[src/rtl/sub_pkg.sv]
// Shared types and constants for the bit-serial subtractor.
// Holds the FSM state type, the default operand width and the counter sizing helper.
package sub_pkg;

  typedef enum logic [1:0] {
    IDLE  = 2'd0,
    SHIFT = 2'd1,
    DONE  = 2'd2
  } state_t;

  localparam int DEF_WIDTH = 4;

  // Counter must be able to hold the value WIDTH itself.
  function automatic int cnt_width(input int width);
    return $clog2(width + 1);
  endfunction

endpackage

[src/rtl/serial_subtractor_if.sv]
// Start/ready/valid handshake plus operand and result bundle for serial_subtractor.
interface serial_subtractor_if
  import sub_pkg::*;
#(
  parameter int WIDTH = DEF_WIDTH
);

  logic             start;
  logic [WIDTH-1:0] a;
  logic [WIDTH-1:0] b;
  logic             ready;
  logic             busy;
  logic             valid;
  logic [WIDTH-1:0] diff;
  logic             borrow;
  logic             ovf;

  modport master (
    output start, a, b,
    input  ready, busy, valid, diff, borrow, ovf
  );

  modport slave (
    input  start, a, b,
    output ready, busy, valid, diff, borrow, ovf
  );

endinterface

[src/rtl/full_subtractor.sv]
// Combinational one-bit full-subtractor cell: d = x - y - bin, bout is the borrow out.
module full_subtractor (
  input  logic x,
  input  logic y,
  input  logic bin,
  output logic d,
  output logic bout
);

  assign d    = x ^ y ^ bin;
  assign bout = (~x & y) | (~(x ^ y) & bin);

endmodule

[src/rtl/serial_subtractor.sv]
// Bit-serial a - b, LSB first, through one full-subtractor cell.
// Results are registered on the last shift and held until the next completed operation.
module serial_subtractor
  import sub_pkg::*;
#(
  parameter int WIDTH = DEF_WIDTH
) (
  input  logic                clk,
  input  logic                rst_n,
  serial_subtractor_if.slave  bus
);

  localparam int CW = cnt_width(WIDTH);

  state_t           state_q, state_d;
  logic [WIDTH-1:0] a_sh_q, a_sh_d;
  logic [WIDTH-1:0] b_sh_q, b_sh_d;
  logic [WIDTH-1:0] res_q, res_d;
  logic             br_q, br_d;
  logic [CW-1:0]    cnt_q, cnt_d;
  logic             a_msb_q, a_msb_d;
  logic             b_msb_q, b_msb_d;
  logic [WIDTH-1:0] diff_q, diff_d;
  logic             borrow_q, borrow_d;
  logic             ovf_q, ovf_d;

  logic fs_d;
  logic fs_bout;

  full_subtractor u_fs (
    .x    (a_sh_q[0]),
    .y    (b_sh_q[0]),
    .bin  (br_q),
    .d    (fs_d),
    .bout (fs_bout)
  );

  // NOTE: every variable is given its hold value first so no path can infer a latch.
  always_comb begin
    state_d  = state_q;
    a_sh_d   = a_sh_q;
    b_sh_d   = b_sh_q;
    res_d    = res_q;
    br_d     = br_q;
    cnt_d    = cnt_q;
    a_msb_d  = a_msb_q;
    b_msb_d  = b_msb_q;
    diff_d   = diff_q;
    borrow_d = borrow_q;
    ovf_d    = ovf_q;

    case (state_q)
      IDLE: begin
        if (bus.start) begin
          a_sh_d  = bus.a;
          b_sh_d  = bus.b;
          br_d    = 1'b0;
          cnt_d   = '0;
          a_msb_d = bus.a[WIDTH-1];
          b_msb_d = bus.b[WIDTH-1];
          state_d = SHIFT;
        end
      end
      SHIFT: begin
        a_sh_d = a_sh_q >> 1;
        b_sh_d = b_sh_q >> 1;
        res_d  = {fs_d, res_q[WIDTH-1:1]};
        br_d   = fs_bout;
        cnt_d  = cnt_q + CW'(1);
        // Last shift: publish the result on the same edge that enters DONE.
        if (cnt_q == CW'(WIDTH - 1)) begin
          state_d  = DONE;
          diff_d   = {fs_d, res_q[WIDTH-1:1]};
          borrow_d = fs_bout;
          ovf_d    = (a_msb_q != b_msb_q) && (fs_d != a_msb_q);
        end
      end
      DONE:    state_d = IDLE;
      default: state_d = IDLE;
    endcase
  end

  // NOTE: sequential state uses <= so every flop samples pre-edge values.
  always_ff @(posedge clk) begin
    if (!rst_n) begin
      state_q  <= IDLE;
      a_sh_q   <= '0;
      b_sh_q   <= '0;
      res_q    <= '0;
      br_q     <= 1'b0;
      cnt_q    <= '0;
      a_msb_q  <= 1'b0;
      b_msb_q  <= 1'b0;
      diff_q   <= '0;
      borrow_q <= 1'b0;
      ovf_q    <= 1'b0;
    end else begin
      state_q  <= state_d;
      a_sh_q   <= a_sh_d;
      b_sh_q   <= b_sh_d;
      res_q    <= res_d;
      br_q     <= br_d;
      cnt_q    <= cnt_d;
      a_msb_q  <= a_msb_d;
      b_msb_q  <= b_msb_d;
      diff_q   <= diff_d;
      borrow_q <= borrow_d;
      ovf_q    <= ovf_d;
    end
  end

  assign bus.ready  = (state_q == IDLE);
  assign bus.busy   = (state_q == SHIFT);
  assign bus.valid  = (state_q == DONE);
  assign bus.diff   = diff_q;
  assign bus.borrow = borrow_q;
  assign bus.ovf    = ovf_q;

endmodule

[src/flat_wrapper.sv]
// flat-port wrapper written by rule: the top's interface ports become plain ports
module serial_subtractor_flat import sub_pkg::*;
#(
  parameter int WIDTH = DEF_WIDTH
)
  (clk, rst_n, bus_start, bus_a, bus_b, bus_ready, bus_busy, bus_valid, bus_diff, bus_borrow, bus_ovf);
  serial_subtractor_if #(.WIDTH(WIDTH)) bus_i ();
  input  logic clk;
  input  logic rst_n;
  input wire logic [$bits(bus_i.start)-1:0] bus_start;
  input wire logic [$bits(bus_i.a)-1:0] bus_a;
  input wire logic [$bits(bus_i.b)-1:0] bus_b;
  output wire logic [$bits(bus_i.ready)-1:0] bus_ready;
  output wire logic [$bits(bus_i.busy)-1:0] bus_busy;
  output wire logic [$bits(bus_i.valid)-1:0] bus_valid;
  output wire logic [$bits(bus_i.diff)-1:0] bus_diff;
  output wire logic [$bits(bus_i.borrow)-1:0] bus_borrow;
  output wire logic [$bits(bus_i.ovf)-1:0] bus_ovf;
  assign bus_i.start = bus_start;
  assign bus_i.a = bus_a;
  assign bus_i.b = bus_b;
  assign bus_ready = bus_i.ready;
  assign bus_busy = bus_i.busy;
  assign bus_valid = bus_i.valid;
  assign bus_diff = bus_i.diff;
  assign bus_borrow = bus_i.borrow;
  assign bus_ovf = bus_i.ovf;
  serial_subtractor #(.WIDTH(WIDTH)) u_core (.clk(clk), .rst_n(rst_n), .bus(bus_i));
endmodule
[config.mk]
export PLATFORM = sky130hd
export DESIGN_NAME = serial_subtractor_flat
export DESIGN_NICKNAME = d
export VERILOG_FILES = /design/src/rtl/sub_pkg.sv /design/src/rtl/serial_subtractor_if.sv /design/src/rtl/full_subtractor.sv /design/src/rtl/serial_subtractor.sv /design/src/flat_wrapper.sv
export SDC_FILE = /design/constraint.sdc
export NUM_CORES = 1
export LEC_CHECK = 0
export CORE_UTILIZATION = 45
export DETAILED_ROUTE_END_ITERATION = 10
export PLACE_DENSITY = 0.82
export SYNTH_ARGS = -nofsm -noshare
export SYNTH_HDL_FRONTEND = slang
export SYNTH_HIERARCHICAL = 1
export SYNTH_SLANG_ARGS = --single-unit
[constraint.sdc]
create_clock -name clk -period 1.3 [get_ports clk]
set_input_delay 0.195 -clock clk [delete_from_list [all_inputs] [get_ports clk]]
set_output_delay 0.195 -clock clk [all_outputs]
set_load 0.01 [all_outputs]
Word-level counts from Yosys, hierarchy flattened
Cells that the tools add are included.
{ "totals": {"ff_bits": 26, "latchBits": 0, "ramBits": 0, "romBits": 0, "out_inout_bits": 9, "word_cells": 44, "n_memories": 0} }
{ "op_classes": {"addsub": 1, "mul": 0, "div_mod_pow": 0, "n_lt_le_gt_ge": 0, "eq_ne": 7, "shifts": 0, "mux": 11, "bitwise_logic": 7, "n_reduce_logical": 7} }
{ "ops": {"columns": ["operator", "n"], "rows": [
  ["$pmux 4 s2", 2],
  ["$mux 4", 2],
  ["$reduce_and 2->1", 4],
  ["$pmux 3 s2", 1],
  ["$mux 2", 2],
  ["$pmux 2 s2", 1],
  ["$add 3x1->3 const B", 1],
  ["$eq 3x2->1 const B", 1],
  ["$mux 3", 1],
  ["$and 1x1->1", 2],
  ["$eq 2x1->1 const B", 1],
  ["$eq 2x2->1 const B", 1],
  ["$logic_not 2->1", 1],
  ["$ne 1x1->1", 2],
  ["$ne 2x1->1 const B", 1],
  ["$ne 2x2->1 const B", 1],
  ["$not 1->1", 2],
  ["$pmux 1 s2", 1],
  ["$reduce_bool 2->1", 1],
  ["$xor 1x1->1", 2],
  ["$logic_and 1x1->1", 1],
  ["$mux 1", 1],
  ["$or 1x1->1", 1]
]} }

Longest topological paths before layout
{ "logic_depth": {"depth_word": 5, "depth_mapped": 6} }

Modules after synthesis
Netlist, hierarchy kept.
{ "modules_own_cells": {"columns": ["module", "n_inst", "cells_per_inst", "area_per_inst_um2", "seq_area_each_um2"], "rows": [
  ["serial_subtractor", 1, 107, 1079.8, 500.5],
  ["full_subtractor", 1, 4, 31.3, 0.0]
]} }

Least setup slack after synthesis
Ideal clock, no wire load.
{ "synth_timing": {"kind": "register to register", "startpoint": "register u_core.cnt_q[0]", "endpoint": "register u_core.ovf_q (netlist: u_core/bus.ovf)", "arrival_time_ns": 1.238, "path_slack_ns": -0.060, "path_stages_with_launch": 7, "synth_period_minus_slack_ns": 1.360, "cell_sequence": "dfxtp_1 -> ha_1 -> ha_1 -> clkbuf_1 -> nand3b_2 -> a21oi_1 -> a211oi_2"} }
{ "synth_between": {"elab_chain_cells": 2} }
{ "synth_rtl": {"columns": ["item", "line_no", "text"], "rows": [
  ["start, declared", "serial_subtractor.sv:20", "logic [CW-1:0] cnt_q, cnt_d;"],
  ["start signal, assigned", "serial_subtractor.sv:103", "cnt_q <= cnt_d;"],
  ["$eq 3x2->1", "serial_subtractor.sv:71", "if (cnt_q == CW'(WIDTH - 1)) begin"],
  ["$reduce_and 2->1 (no line)", null, null],
  ["end signal, assigned", "serial_subtractor.sv:108", "ovf_q <= ovf_d;"],
  ["end, declared", "serial_subtractor.sv:25", "logic ovf_q, ovf_d;"]
]} }
Every way passes these cells.
A chain may end at the register's enable or synchronous reset.

Final worst setup path
{ "layout_timing": {"startpoint": "register u_core.br_q", "endpoint": "register u_core.ovf_q (netlist: u_core/bus.ovf)"} }
{ "layout_between": {"elab_chain_cells": 3} }
{ "layout_rtl": {"columns": ["item", "line_no", "text"], "rows": [
  ["start, declared", "serial_subtractor.sv:19", "logic br_q, br_d;"],
  ["start signal, assigned", "serial_subtractor.sv:102", "br_q <= br_d;"],
  ["$xor 1x1->1", "full_subtractor.sv:10", "assign d = x ^ y ^ bin;"],
  ["via u_core.fs_d", "serial_subtractor.sv:27", "logic fs_d;"],
  ["$ne 1x1->1", "serial_subtractor.sv:75", "ovf_d = (a_msb_q != b_msb_q) && (fs_d != a_msb_q);"],
  ["$logic_and 1x1->1", "serial_subtractor.sv:75", null]
]} }
The timed path passes the listed nets, and every way through them passes these cells.

==> summary.txt <==
Status
  • Run status: finished, violations left
  • Failing checks: setup timing

Synthesis
  • Synth Cell Area: between 0.001 and 0.0015 mm^2
  • Unique masters post-synth: 26
  • Syn nets: ~130
  • Share of the yosys chip area belonging to registers: 0.450
  • Syn avg cell area: 10.0 um^2
  • Yosys Warn Count: 6
  • Seq cells post-synth: 25
  • Synthesized netlist cell count: between 100 and 150

CTS
  • CTS tree: yes
  • Clock Sink Count: 25
  • Num CTS Buffers: 3
  • H-tree levels: 1
  • Reg clk slew, reported paths: between 0.1 and 0.15 ns
  • Max Buffers Root-to-Sink: 2
  • Root Driver: clkbuf_4
  • Post-CTS setup buffer count: 0
  • Worst-Skew Late Latency: between 0.3 and 0.4 ns

Floorplanning
  • Rows: 17
  • Die Span Y: 51.7 um
  • I/O Pins: 20
  • Core Box Area: around 0.0023 mm^2
  • Initial Util: 0.488
  • Die Wd: a little over 50 um
  • Die Area: between 0.002 and 0.003 mm^2

Layout
  • Fin util: 0.616
  • Area delta synth->final: 26.1%
  • Fillers: 209
  • Share of post-route cells with drive strength above 1: 0.207
  • Commonest non-fill, non-tap cells in the layout: 21 x dfxtp_1, 13 x mux2i_1, 11 x nand2_1, 10 x clkdlybuf4s50_1, 9 x nor2b_1
  • Final Instance Count excl. Fillers: 163
  • FF+latch area: 505 um^2
  • Nets: 150
  • Commonest non-fill, non-tap cell in the layout: dfxtp_1
  • Final instance area: 0.00140 mm^2
  • N_diodes: 0
  • Multi-input gate area: around 580 um^2

Routing
  • Total vias in the final route: 841
  • Average wire per standard cell: 12.3 um
  • DR vias/cell: approximately 5.2
  • Drt drc: 0
  • Drt first pass iters: 2
  • Post-Route WL: 2010 um
  • Antenna Nets Post-Route: 0
  • DRT iter0 DRCs: 7

GRT
  • Pin count of the biggest net entering global routing: 14
  • Total congestion overflow: 0
  • Initial antenna violation count: 0
  • GRT Util Overall: 0.173
  • First-pass GRT wire length: 3350 um
  • Number of global-route vias before repair: 787

Critical path
  • Worst EP required: 1.54 ns
  • Crit end category: flip-flop
  • Reg-to-reg endpoint: u_core/bus.ovf$_SDFFE_PN0P_
  • Worst reg2reg setup slack: -0.06 ns
  • WP data arrival: about 1.6 ns
  • CP Launch Type: flip-flop
  • CP Class: reg -> reg
  • Worst R2R Path Depth: 4
  • Reg-to-reg critical path startpoint: u_core/br_q$_SDFFE_PN0P_
  • Crit path max fanout: 4

Timing
  • Final setup violation count: 1
  • Worst slew pin tran: between 0.2 and 0.3 ns
  • Final setup TNS: -0.0625 ns
  • Skew final: roughly 0.0044 ns
  • RSZ-0062 raised after global routing: true
  • Fin. Hold Viols: 0
  • Tcrit/Tclk final: 1.05
  • F_max: between 0.7 and 0.8 GHz
  • Pins Over Slew Limit: 0
  • Hold Worst Slack: between 0.4 and 0.5 ns
  • Slew margin rel.: 0.826
  • Worst Slack Setup Final: -0.0625 ns
  • Tmin final: 1.36 ns

Placed design
  • Buffers on Ports: 19
  • GP Congestion: approximately 0.7
  • Area after DPL: ~0.0014 mm^2
  • Post-DP HPWL: between 1500 and 2000 um
  • Dpl ws: -0.110 ns
  • Dpl cells: 159

Worst hold path
  • Hold Path End: u_core/bus.borrow$_SDFFE_PN0P_
  • Worst Hold Class: reg -> reg
  • Hold depth: 2
  • Min-delay src: u_core/bus.borrow$_SDFFE_PN0P_

Run
  • Max Cap Viol: 0

Power and ir drop
  • VDD IR-drop max: just over 0.8 mV
  • Pleak: ~0.67 nW
  • Final Power: ~1.4 mW
  • Power Dens Cells: approximately 990 mW/mm^2
[worst max-delay path by stage]
stage | startpoint | to | slack, ns
finish | u_core/br_q$_SDFFE_PN0P_ | u_core/bus.ovf$_SDFFE_PN0P_ | -0.06
global route | u_core/br_q$_SDFFE_PN0P_ | u_core/bus.ovf$_SDFFE_PN0P_ | -0.11
global placement | bus_start | u_core/b_msb_q$_SDFFE_PN0P_ | -0.08
CTS | u_core/br_q$_SDFFE_PN0P_ | u_core/bus.ovf$_SDFFE_PN0P_ | -0.11
detailed placement | bus_start | u_core/b_msb_q$_SDFFE_PN0P_ | -0.11
floorplan | u_core/br_q$_SDFFE_PN0P_ | u_core/bus.ovf$_SDFFE_PN0P_ | 0.0006
[flip-flops by register name (all words and copies together), names as in the netlist]
name               count
u_core/a_sh_q          4
u_core/b_sh_q          4
u_core/bus.diff        4
u_core/cnt_q           3
u_core/res_q           3
u_core/state_q         2
u_core/a_msb_q         1
u_core/b_msb_q         1
u_core/br_q            1
u_core/bus.borrow      1
u_core/bus.ovf         1
[Yosys cell counts, drive strengths merged]
master / number / area share
mux2i: 13 / 0.12
nand3b: 2 / 0.017
a211oi: 1 / 0.011
o211a: 7 / 0.063
dfxtp: 25 / 0.45
a21oi: 3 / 0.017
clkbuf: 3 / 0.010
nand3: 4 / 0.018
buf: 4 / 0.028
fa: 1 / 0.018
nor3b: 2 / 0.018
nor2b: 10 / 0.056
nand2: 11 / 0.037
a22oi: 5 / 0.034
and3: 1 / 0.0056
nor2: 5 / 0.017
inv: 7 / 0.024
o21ba: 1 / 0.0090
ha: 2 / 0.023
o21bai: 1 / 0.0068
a21boi: 3 / 0.020
[repair_timing]
action	CTS	global route
resized for setup	16	10
hold buffers	0	0
pin swaps	0	1
hold endpoints to repair	0	0
cloned	0	0
setup endpoints to repair	11	12
[area by class of cell]
type,count,share of cell area
repair buffers,27,0.166
well taps,28,0.0250
flip-flops and latches,25,0.361
inverters,7,0.0188
clock buffers,4,0.0188
multi-input cells,72,0.411
[layer usage]
| layer | vias up | global-route usage | share of wire |
|---|---|---|---|
| met5 | - | 0 | 0 |
| met4 | 0 | 0.0405 | 0.0065 |
| met3 | 2 | 0.0614 | 0.054 |
| met2 | 19 | 0.325 | 0.51 |
| met1 | 392 | 0.182 | 0.42 |
| li1 | 428 | - | - |
[critical path, cell delays in order (launching register included)]
cell,delay [ns]
dfxtp_2,0.36
inv_2,0.04
fa_2,0.61
nand3b_1,0.11
a211oi_2,0.18
[cells by family (layout without fill, tap and decap cells)]
family          after synthesis  count (layout)  synth area share
buf+inv                      14              38            0.0619
flops                        25              25             0.450
fa+ha+maj                     3               3            0.0405
simple gates                 35              35             0.169
mux                          13              13             0.117
compound gates               21              21             0.161
[power breakdown]
| part | leakage [nW] | switching [mW] | internal, mW |
|---|---|---|---|
| combinational | 0.452 | 0.102 | 0.124 |
| sequential | 0.206 | 0.0243 | 0.803 |
| clock | 0.0150 | 0.219 | 0.120 |
| total | 0.672 | 0.345 | 1.05 |
(Power assumes the default switching activity.)
==> patch 1 (config.mk and constraints unchanged) <==
Encoding of `state_t`: now one-hot (3 bits for 3 states).
--- a/src/rtl/sub_pkg.sv
+++ b/src/rtl/sub_pkg.sv
@@ -3,8 +3,8 @@
 package sub_pkg;
 
-  typedef enum logic [1:0] {
-    IDLE  = 2'd0,
-    SHIFT = 2'd1,
-    DONE  = 2'd2
+  typedef enum logic [2:0] {
+    IDLE  = 3'b001,
+    SHIFT = 3'b010,
+    DONE  = 3'b100
   } state_t;
 
Function: no difference found for any inputs over 10 cycles, from zero or initial values and one cycle with rst_n low; not proved beyond that.
==> patch 1 against the original RTL <==
  * The run still ends with setup timing left
  * Setup slack worse by 0.092 ns
  * Power increased by 18%
  * Clock skew increased by 0.011 ns
  * Sequential cell count grew 1
  * Synthesized area shrank 4.1%
  * Wire length grew 18%
  * Cell area grew 5.3%
  * Critical path depth stayed put
  * Critical endpoint is now u_core/a_sh_q[1]
  * Largest power group unchanged
==> patch 1: results <==
export IMPL_cp_arrival_ns=1.68
export IMPL_ys_seq_area_share_pct=48.8
export IMPL_slowest_stage="or3b_4"
export IMPL_failed_checks="setup timing"
export IMPL_worstReg2RegStart="u_core/state_q[2]"
export IMPL_vias_per_cell=5.28
export IMPL_internal_power_mw=1.28
export IMPL_worst_hold_path_type="input port to register"
export IMPL_grt_use_met3_pct=2.12
export IMPL_ir_worst_vdd_v=0.000811
export IMPL_leakage_nw=0.595
export IMPL_drt_first_pass_iters=4
export IMPL_max_stage_delay_ns=0.41
export IMPL_route_met3_wl_um=73
export IMPL_synth_compound_area_share_pct=16.8
export IMPL_fillers=168
export IMPL_min_from="bus_b[3]"
export IMPL_drt_wl_total_um=2370
export IMPL_drt_iter0_markers=18
export IMPL_setup_viol=16
export IMPL_setup_tns_ns=-1.10
export IMPL_setup_ws_ns=-0.155
export IMPL_status="finished, violations left"
export IMPL_fin_skew_ns=0.0151
export IMPL_holdWs_ns=0.441
export IMPL_yosys_top_cells_count="dfxtp_1 (26), nand2_1 (18), a21oi_1 (11)"
export IMPL_clkTransAtPathRegs_ns=0.15
export IMPL_pre_cts_slack_ns=-0.209
export IMPL_met2_usage_pct=36.2
export IMPL_p_clk_share_pct=33.7
export IMPL_ys_types=28
export IMPL_min_path_cells=3
export IMPL_wl_met1_um=1030
export IMPL_yosys_top_cells_area="dfxtp_1 (49%), nand2_1 (6.3%), a21oi_1 (5.2%), mux2i_1 (4.7%), o221a_2 (4.2%)"
export IMPL_slew_limit_headroom_pct=82.6
export IMPL_met2WireLength_um=1230
export IMPL_cts_resized=32
## patch 1: cell types whose count changed after synthesis, moves of 3 or more
cell	before	now
o21a_1	0	5
o211a_1	7	0
a21boi_1	3	0
a21oi_1	2	11
nor3_1	0	4
nor2b_1	10	0
inv_1	7	4
a22oi_1	5	0
mux2i_1	13	5
o221a_2	0	4
nand2_1	11	18
## patch 1: per-stage QoR
stage / total power [mW] / instances / area [µm²] / util [%]
global placement: 1.09 / 167 / 1390 / 62.9
global route: 1.69 / 172 / 1480 / 66.7
finish: 1.64 / 172 / 1480 / 66.7
floorplan: 0.980 / 111 / 1090 / -
detailed placement: 1.10 / 167 / 1390 / 62.9
CTS: 1.65 / 171 / 1470 / 66.3
## patch 1: cell type report
| cell class | count | share of cell area (%) |
|---|---|---|
| sequential | 26 | 35.9 |
| multi-input combinational | 73 | 35.3 |
| timing repair buffer | 35 | 21.3 |
| tap | 28 | 2.37 |
| clock inverter | 1 | 2.04 |
| inverter | 6 | 1.61 |
| clock buffer | 3 | 1.53 |
## patch 1: cell families (layout without fill, tap and decap cells)
family	Yosys count	count (layout)
and+or+nand+nor	40	40
adders and majority gates	3	3
buffers and inverters	12	45
DFF	26	26
muxes	5	5
AOI/OAI and AO/OA	25	25
## patch 1: worst max-delay path by stage
stage | to | cells after the start | startpoint | slack [ns]
finish | u_core/a_sh_q[1] | 4 | u_core/state_q[2] | -0.15
global route | u_core/a_sh_q[2] | 4 | u_core/state_q[2] | -0.18
CTS | bus_busy | 3 | u_core/state_q[2] | -0.15
detailed placement | bus_busy | 3 | u_core/state_q[2] | -0.21
global placement | bus_busy | 3 | u_core/state_q[2] | -0.17
floorplan | u_core/bus.ovf | 5 | u_core/br_q | -0.007
==> patch 2 (same settings) <==
Without the edit above. Set the package constant `DEF_WIDTH` to 6 (it was 4).
--- a/src/rtl/sub_pkg.sv
+++ b/src/rtl/sub_pkg.sv
@@ -9,5 +9,5 @@
   } state_t;
 
-  localparam int DEF_WIDTH = 4;
+  localparam int DEF_WIDTH = 6;
 
   // Counter must be able to hold the value WIDTH itself.
Interface: changed (resized bus_a, bus_b and bus_diff); port bits go from 20 to 26. No check against the original RTL was run, so the function may have changed too.
==> patch 2 against the original RTL <==
  * Final cell count is 45% higher
  * Synthesized area is 34% higher
  * Power is 46% higher
  * Clock skew is 0.0042 ns higher
  * Critical path type unchanged
  * Hold slack worse by 0.029 ns
  * Maximum frequency is 0.89% higher
  * Sequential share of layout area is 1.6 points lower
  * The flow still finishes with violations (setup timing)
  * Setup slack better by 0.012 ns
  * Largest power group unchanged
  * Cell area is 38% higher
  * Wire length is 42% higher
  * First-iteration DRC count grew to 6.6 times the old value
  * Non-clock buffer count is 12 higher
  * Clock power is 94% higher
  * Largest cell class unchanged
  * Sequential cell count is 8 higher
==> patch 2: results <==
export IMPL_status="finished, violations left"
export IMPL_failed_checks="setup timing"
export IMPL_r2r_end="u_core/res_q[5]"
export IMPL_ctsHtreeMaxLevel=2
export IMPL_layout_nets=209
export IMPL_vias=1173
export IMPL_nMultiInputCombCells=107
export IMPL_track_usage_pct=18.2
export IMPL_detail_route_wl_per_cell_um=12.1
export IMPL_clkCellAreaFrac_pct=3.61
export IMPL_layout_cells_non_filler=236
export IMPL_min_path_cells=3
export IMPL_pre_cts_slack_ns=-0.0826
export IMPL_multi_input_area_share_pct=39.3
export IMPL_drt_iter0_markers=46
export IMPL_seq_share_pct=34.5
export IMPL_clkbuf_count=7
export IMPL_grt_pass1_wl_um=4710
export IMPL_gp_congestion=0.740
export IMPL_drive_gt1_share_pct=25.0
export IMPL_ys_types=31
export IMPL_grt_use_met3_pct=7.42
export IMPL_switching_share_pct=24.6
export IMPL_yosys_top_cells_area="dfxtp_1 (44%), nand2_1 (9.6%), o211a_1 (7.4%), mux2i_1 (6.7%), a21boi_2 (5.3%)"
export IMPL_met2WireLength_um=1390
export IMPL_setup_ws_ns=-0.0505
export IMPL_setup_viol=2
export IMPL_fin_skew_ns=0.00853
export IMPL_worstPathMaxFanout=3
export IMPL_dp_hpwl_um=2020
export IMPL_max_stage_delay_ns=0.59
export IMPL_portBuffers=25
export IMPL_met2_usage_pct=30.2
export IMPL_cp_startpoint="u_core/b_sh_q[0]"
export IMPL_internal_power_mw=1.54
-- patch 2: worst reg2reg max path: cells and delay by family, from the launching register on --
| kind | cells | cell delay, ns |
|---|---|---|
| fa+ha+maj | 1 | 0.59 |
| buf+inv | 2 | 0.17 |
| simple gates | 1 | 0.04 |
| flops | 1 | 0.35 |
| compound gates | 1 | 0.15 |
-- patch 2: kinds of logic after synthesis --
logic type,after synthesis
buffers and inverters,15
AND/OR/NAND/NOR,56
multiplexers,10
adder cells (fa/ha/maj),3
flip-flops,33
AO/OA/AOI/OAI,38
-- patch 2: how the worst max path moves through the flow --
stage                     slack [ns]          endpoint  cells after the start
after CTS                      -0.04    u_core/bus.ovf                      5
after global routing           -0.09    u_core/bus.ovf                      5
after floorplan                0.001    u_core/bus.ovf                      5
final                          -0.05   u_core/res_q[5]                      5
after detailed placement       -0.08    u_core/bus.ovf                      5
after global placement         -0.05  u_core/b_sh_q[3]                      4
